<file path="src/rtl/serial_add_ctrl.sv">
// rtl/serial_add_ctrl.sv - bit-serial adder: one full-adder slice reused over WIDTH cycles, LSB first
module serial_add_ctrl #(
   parameter int WIDTH = 8
) (
   input  logic             clk,
   input  logic             rst,
   input  logic             start,
   input  logic [WIDTH-1:0] a,
   input  logic [WIDTH-1:0] b,
   input  logic             cin,
   output logic             busy,
   output logic             done,
   output logic [WIDTH-1:0] sum,
   output logic             cout
);

   localparam int CW = (WIDTH <= 1) ? 1 : $clog2(WIDTH);
   localparam logic [CW-1:0] LAST = CW'(WIDTH - 1);

   typedef enum logic [1:0] {
      IDLE = 2'd0,
      RUN  = 2'd1,
      DONE = 2'd2
   } state_t;

   state_t           state_q, state_d;
   logic [WIDTH-1:0] sa_q, sa_d;
   logic [WIDTH-1:0] sb_q, sb_d;
   logic [WIDTH-1:0] ps_q, ps_d;
   logic [WIDTH-1:0] sum_q, sum_d;
   logic [CW-1:0]    cnt_q, cnt_d;
   logic             c_q, c_d;
   logic             cout_q, cout_d;

   logic             bit_s;
   logic             bit_c;
   logic [WIDTH-1:0] ps_shift;

   always_comb begin
      bit_s    = sa_q[0] ^ sb_q[0] ^ c_q;
      bit_c    = (sa_q[0] & sb_q[0]) | (sa_q[0] & c_q) | (sb_q[0] & c_q);
      // New bit enters at the MSB; written as a shift so WIDTH=1 needs no special case.
      ps_shift = (ps_q >> 1) | (WIDTH'(bit_s) << (WIDTH - 1));

      state_d = state_q;
      sa_d    = sa_q;
      sb_d    = sb_q;
      ps_d    = ps_q;
      sum_d   = sum_q;
      cnt_d   = cnt_q;
      c_d     = c_q;
      cout_d  = cout_q;

      case (state_q)
         IDLE: begin
            if (start) begin
               sa_d    = a;
               sb_d    = b;
               c_d     = cin;
               cnt_d   = '0;
               ps_d    = '0;
               state_d = RUN;
            end
         end
         RUN: begin
            c_d   = bit_c;
            ps_d  = ps_shift;
            sa_d  = sa_q >> 1;
            sb_d  = sb_q >> 1;
            cnt_d = cnt_q + CW'(1);
            if (cnt_q == LAST) begin
               sum_d   = ps_shift;
               cout_d  = bit_c;
               state_d = DONE;
            end
         end
         DONE:    state_d = IDLE;
         default: state_d = IDLE;
      endcase
   end

   always_ff @(posedge clk) begin
      if (rst) begin
         state_q <= IDLE;
         sa_q    <= '0;
         sb_q    <= '0;
         ps_q    <= '0;
         sum_q   <= '0;
         cnt_q   <= '0;
         c_q     <= 1'b0;
         cout_q  <= 1'b0;
      end else begin
         state_q <= state_d;
         sa_q    <= sa_d;
         sb_q    <= sb_d;
         ps_q    <= ps_d;
         sum_q   <= sum_d;
         cnt_q   <= cnt_d;
         c_q     <= c_d;
         cout_q  <= cout_d;
      end
   end

   assign busy = (state_q == RUN);
   assign done = (state_q == DONE);
   assign sum  = sum_q;
   assign cout = cout_q;

endmodule

</file>
<file path="config.mk">
export PLATFORM = sky130hd
export DESIGN_NAME = serial_add_ctrl
export DESIGN_NICKNAME = d
export VERILOG_FILES = /design/src/rtl/serial_add_ctrl.sv
export SDC_FILE = /design/constraint.sdc
export NUM_CORES = 1
export LEC_CHECK = 0
export BUFFER_PORTS_ARGS = -buffer_cell sky130_fd_sc_hd__clkbuf_2
export CAP_MARGIN = 20
export CELL_PAD_IN_SITES_DETAIL_PLACEMENT = 2
export CELL_PAD_IN_SITES_GLOBAL_PLACEMENT = 2
export CORE_MARGIN = 1.5
export CORE_UTILIZATION = 30
export CTS_BUF_LIST = sky130_fd_sc_hd__clkbuf_4
export DETAILED_ROUTE_END_ITERATION = 6
export GPL_TIMING_DRIVEN = 0
export PLACE_DENSITY = 0.8
export SLEW_MARGIN = 0
export SYNTH_ARGS = -nofsm -noshare
export SYNTH_HDL_FRONTEND = slang
export SYNTH_SLANG_ARGS = --single-unit
</file>
<file path="constraint.sdc">
create_clock -name clk -period 1.5 [get_ports clk]
set_input_delay 0 -clock clk [delete_from_list [all_inputs] [get_ports clk]]
set_output_delay 0 -clock clk [all_outputs]
set_load 0.02 [all_outputs]
</file>
Word level (Yosys, flattened, before mapping)
Cells that the tools add are included. W data, S select, Z words.

Reductions and logical operators: 5. Multiplexer cells: 13. Bitwise operators: 8. Add/sub/neg operators: 1. Equality and inequality tests: 5.

Operator list (count): $pmux W8 S2 (3); $mux W8 (3); $or A7 B8 Y8 (1); $pmux W3 S2 (1); $reduce_and A2 Y1 (3); $mux W2 (2); $pmux W2 S2 (1); $add A3 B1 Y3 const B (1); $and A1 B1 Y1 (3); $eq A3 B3 Y1 const B (1); $mux W3 (1); $eq A2 B1 Y1 const B (1); $eq A2 B2 Y1 const B (1); $logic_not A2 Y1 (1); $ne A2 B1 Y1 const B (1); $ne A2 B2 Y1 const B (1); $or A1 B1 Y1 (2); $pmux W1 S2 (1); $reduce_bool A2 Y1 (1); $xor A1 B1 Y1 (2); $mux W1 (1).

Output and inout port bits: 11. Input bits: 20. Word-level logic and storage cells: 40. Register bits: 39.

Logic depth before layout (Yosys ltp)
Depth in word-level cells: 4. Gate-level depth with buffers: 6. Depth with buffers taken out: 5.

Least setup slack after synthesis
Ideal clock, no wire load.

Kind: register to register. From: register cnt_q[0]. To: register state_q[0]. Path buffers: 1. Setup time: 0.130 ns. Arrival: 1.108 ns. Required time: 1.370 ns. Path slack: 0.262 ns. Clock period less this slack: 1.238 ns. Cell stages (with the launch flop): 7. Cell sequence: dfxtp_1 > ha_1 > ha_1 > clkbuf_1 > inv_1 > mux2i_1 > nor3_1.

Word-level cells in the longest chain between the ends: 3.

Ends and longest elaborated chain: start: declaration (line 31) `logic [CW-1:0] cnt_q, cnt_d;`; start signal: assignment (line 98) `cnt_q <= cnt_d;`; $eq A3 B3 Y1 (line 71) `if (cnt_q == LAST) begin`; $ne A2 B1 Y1 (no source line); $reduce_and A2 Y1 (no source line); end signal: assignment (line 93) `state_q <= state_d;`; end: declaration (line 26) `state_t state_q, state_d;`.

Every way passes these cells. A chain may end at the register's enable or synchronous reset.

Worst setup path after layout
From: register state_q[0]. To: register sa_q[2].

Word-level cells in the longest chain between the ends: 3. Elaborated cells on any way between the ends: 6. Classes of those cells: eq/ne (2); mux (1); reduce/logical (3).

Ends and longest elaborated chain: $eq A2 B1 Y1 or $logic_not A2 Y1 (tied branches) (line 54) `case (state_q)`; $reduce_bool A2 Y1 (no source line) or $ne A2 B2 Y1 (tied branches); $reduce_and A2 Y1 (no source line); end signal: assignment (line 85) `sa_q <= '0;`; end signal: assignment (line 94) `sa_q <= sa_d;`; end: declaration (line 27) `logic [WIDTH-1:0] sa_q, sa_d;`.

Parallel ways exist; a longest one is shown, timed or not.

==> flow_summary.toml <==
[place]
post_dp_cell_area_um2 = 1830
io_buffers = 28
pre_cts_ws_ns = 0.0114
dpl.hpwl_um = 3020
place.gp.congestion = 0.665

[drt]
drt_pass1_iterations = 4
postRouteAntennaNets = 0
vias = 1455
wl_per_cell_um = 15.8
drt_iter0_markers = 59
drc = 0
routed_wl_um = 4630
via_per_inst = 4.97

[finish]
n_antenna_cell = 0
fillers = 587
seqCellArea_um2 = 761
postLayoutCellArea_um2 = 2070
final_util = 0.403
multi_input_area_um2 = 734
final_net_count = 245
drive_gt1_frac = 0.242
synthToLayoutAreaGrowth_pct = 29.3

[yosys]
synthArstFlopShare = 0
synthesis.nets = 194
synth.area.top_cells = "dfxtp_1 47%, mux2i_1 7.5%, nor2_1 5.9%"
yosys_warnings = 0
post_synth_num_cell_types = 29
synth_largest_area_cell = "dfxtp_1"
synth_edf_count = 0
syn_inst = 171
synth_flop_cell = "dfxtp_1"
synth_top_area_frac = 0.474
synth_seq_cells = 38
synth_area_per_cell_um2 = 9.38
netlist_area_um2 = 1600
yosysSeqAreaShare = 0.474

[global_route]
antenna_found_initial = 0
first_global_vias = 1570
grt.total_usage = 0.172
grt_remaining_overflow = 0
grt_pass1_wl_um = 7920
grt_max_degree = 12

[sta]
hold_viol = 0
final.setup.tns_ns = 0
layout_setup_ws_ns = 0.138
max_freq_ghz = 0.734
skew_ns = 0.0198
rsz0062_at_grt = "no"
period_minus_slack_ns = 1.36
slew_headroom = 0.628
fin_crit_sh = 0.908
finalSetupViolCount = 0
final-max-slew-violation-count = 0
tightest_slew_ns = 0.558

[pwr]
leakage_nw = 0.870
ir_drop_uv = 350
p_per_area_nw_per_um2 = 1020

[critical_path]
path_cells = "buf_2, nand2b_1, buf_2, nor2_1, a211oi_1"
end_kind = "flop"
critPathLaunchType = "flop"
cp_common_cell = "buf_2"
r2r_slack_ns = 0.14
reg2reg_to = "sa_q[2]$_SDFFE_PP0P_"
setup.worst_path.class = "flop to flop"
timing.rr.start = "state_q[0]$_SDFFE_PP0P_"
required_ns = 1.78
worstPathMaxFanout = 10
crit_slowest_cell = "dfxtp_1"
critical-path-max-stage-delay_ns = 0.32
r2r_cells = 5
worstPathArrival_ns = 1.64

[worst_hold_path]
min_path_cells = 3
min_to = "sa_q[6]$_SDFFE_PP0P_"
hold_start = "a[6]"
hp-class = "primary input to flop"

[floorplanning]
initial_core_util = 0.312
num_rows = 26
core_um2 = 5140
die_h_um = 76.1
ioPinCount = 31
die_w_um = 76.1
dieArea_um2 = 5790

[clock_tree]
htreeDepth = 2
cts_tree = "yes"
clock_path_buffers = 2
clock-sinks = 38
cts.clk_slew.worst_paths_ns = 0.13
insertion_delay_ns = 0.37
cts_made_buffers = 5
clockRootBuffer = "clkbuf_4"

[flow_run]
max-cap-violations = 0

[status]
status = "finished, final reports clean"
metrics by stage:
stage	hold slack (ns)	cells	total power, mW
after floorplan	0.234	171	1.27
after global placement	0.324	269	1.34
after detailed placement	0.340	269	1.35
after CTS	0.0182	289	2.11
after global routing	0.0180	293	2.22
final	0.00317	293	2.12
cells by family after synthesis:
group	count (synthesis)	synth area share
DFF	38	0.474
muxes	12	0.0749
and+or+nand+nor	50	0.143
buffers and inverters	20	0.0679
adders and majority gates	3	0.0281
AOI/OAI and AO/OA	48	0.212
report_power, final:
part           switching, mW  internal, mW  leakage (nW)
sequential            0.0316          1.06         0.311
clock                  0.363         0.390        0.0463
combinational          0.144         0.134         0.512
flip-flops by register name, indices dropped and copies added, names as in the netlist:
name and flops:
sb_q 8, cnt_q 3, state_q 2, sum 8, ps_q 7, c_q 1
cout 1, sa_q 8
synth_stat cells (2+ instances only):
cell      instances
clkbuf_1          3
a22oi_1           9
o221a_1           4
buf_4             2
o21ai_1           2
nor2_1           25
buf_2             6
ha_1              2
a21oi_1          16
mux2i_1          12
dfxtp_1          38
a211oi_1         12
o22a_1            3
inv_1             5
or3b_1            2
nand2_1           9
nand3_1           9
worst max-delay path by stage:
stage | from | end | slack [ns] | cells after the start
global placement | cnt_q[0]$_SDFFE_PP0P_ | state_q[0]$_SDFFE_PP0P_ | 0.04 | 6
finish | state_q[0]$_SDFFE_PP0P_ | sa_q[2]$_SDFFE_PP0P_ | 0.14 | 5
CTS | cnt_q[0]$_SDFFE_PP0P_ | state_q[0]$_SDFFE_PP0P_ | 0.001 | 6
detailed placement | cnt_q[0]$_SDFFE_PP0P_ | state_q[0]$_SDFFE_PP0P_ | 0.01 | 6
global route | state_q[0]$_SDFFE_PP0P_ | sa_q[2]$_SDFFE_PP0P_ | 0.02 | 5
floorplan | cnt_q[0]$_SDFFE_PP0P_ | state_q[0]$_SDFFE_PP0P_ | 0.26 | 6
area by class of cell:
type	count	area share
repair buffers	45	0.145
clock inverters	1	0.0145
clock buffers	7	0.0253
plain buffers	13	0.0398
inverters	6	0.0121
multi-input cells	113	0.354
flip-flops and latches	38	0.367
well taps	70	0.0422
placed cells by master (no fill, tap or decap), drive strengths merged, types with 4 or more instances in the layout:
cell	n
clkbuf	38
dlygate4sd3	13
buf	14
dfxtp	38
nand2	9
a21oi	16
a211oi	12
nor2	25
nand3	9
o221a	4
a22oi	9
inv	6
mux2i	12
routing by layer:
layer	GRT usage	wire length (um)
met1	0.215	2090
met2	0.292	2330
met3	0.0383	142
met4	0.0611	70
met5	0	0
what timing repair did:
action,4_1_cts,5_1_grt
endpoints found under the hold margin,14,0
gates resized for setup,0,3
hold buffers,13,0
pin swaps,0,0
endpoints found under the setup margin,1,12
setup buffers,0,4
worst max-delay path, delay by kind of cell, from the launching register on:
family,cells,cell delay (ns)
AOI/OAI and AO/OA,1,0.26
and+or+nand+nor,2,0.26
DFF,1,0.32
buffers and inverters,2,0.43
(Power assumes the default switching activity.)
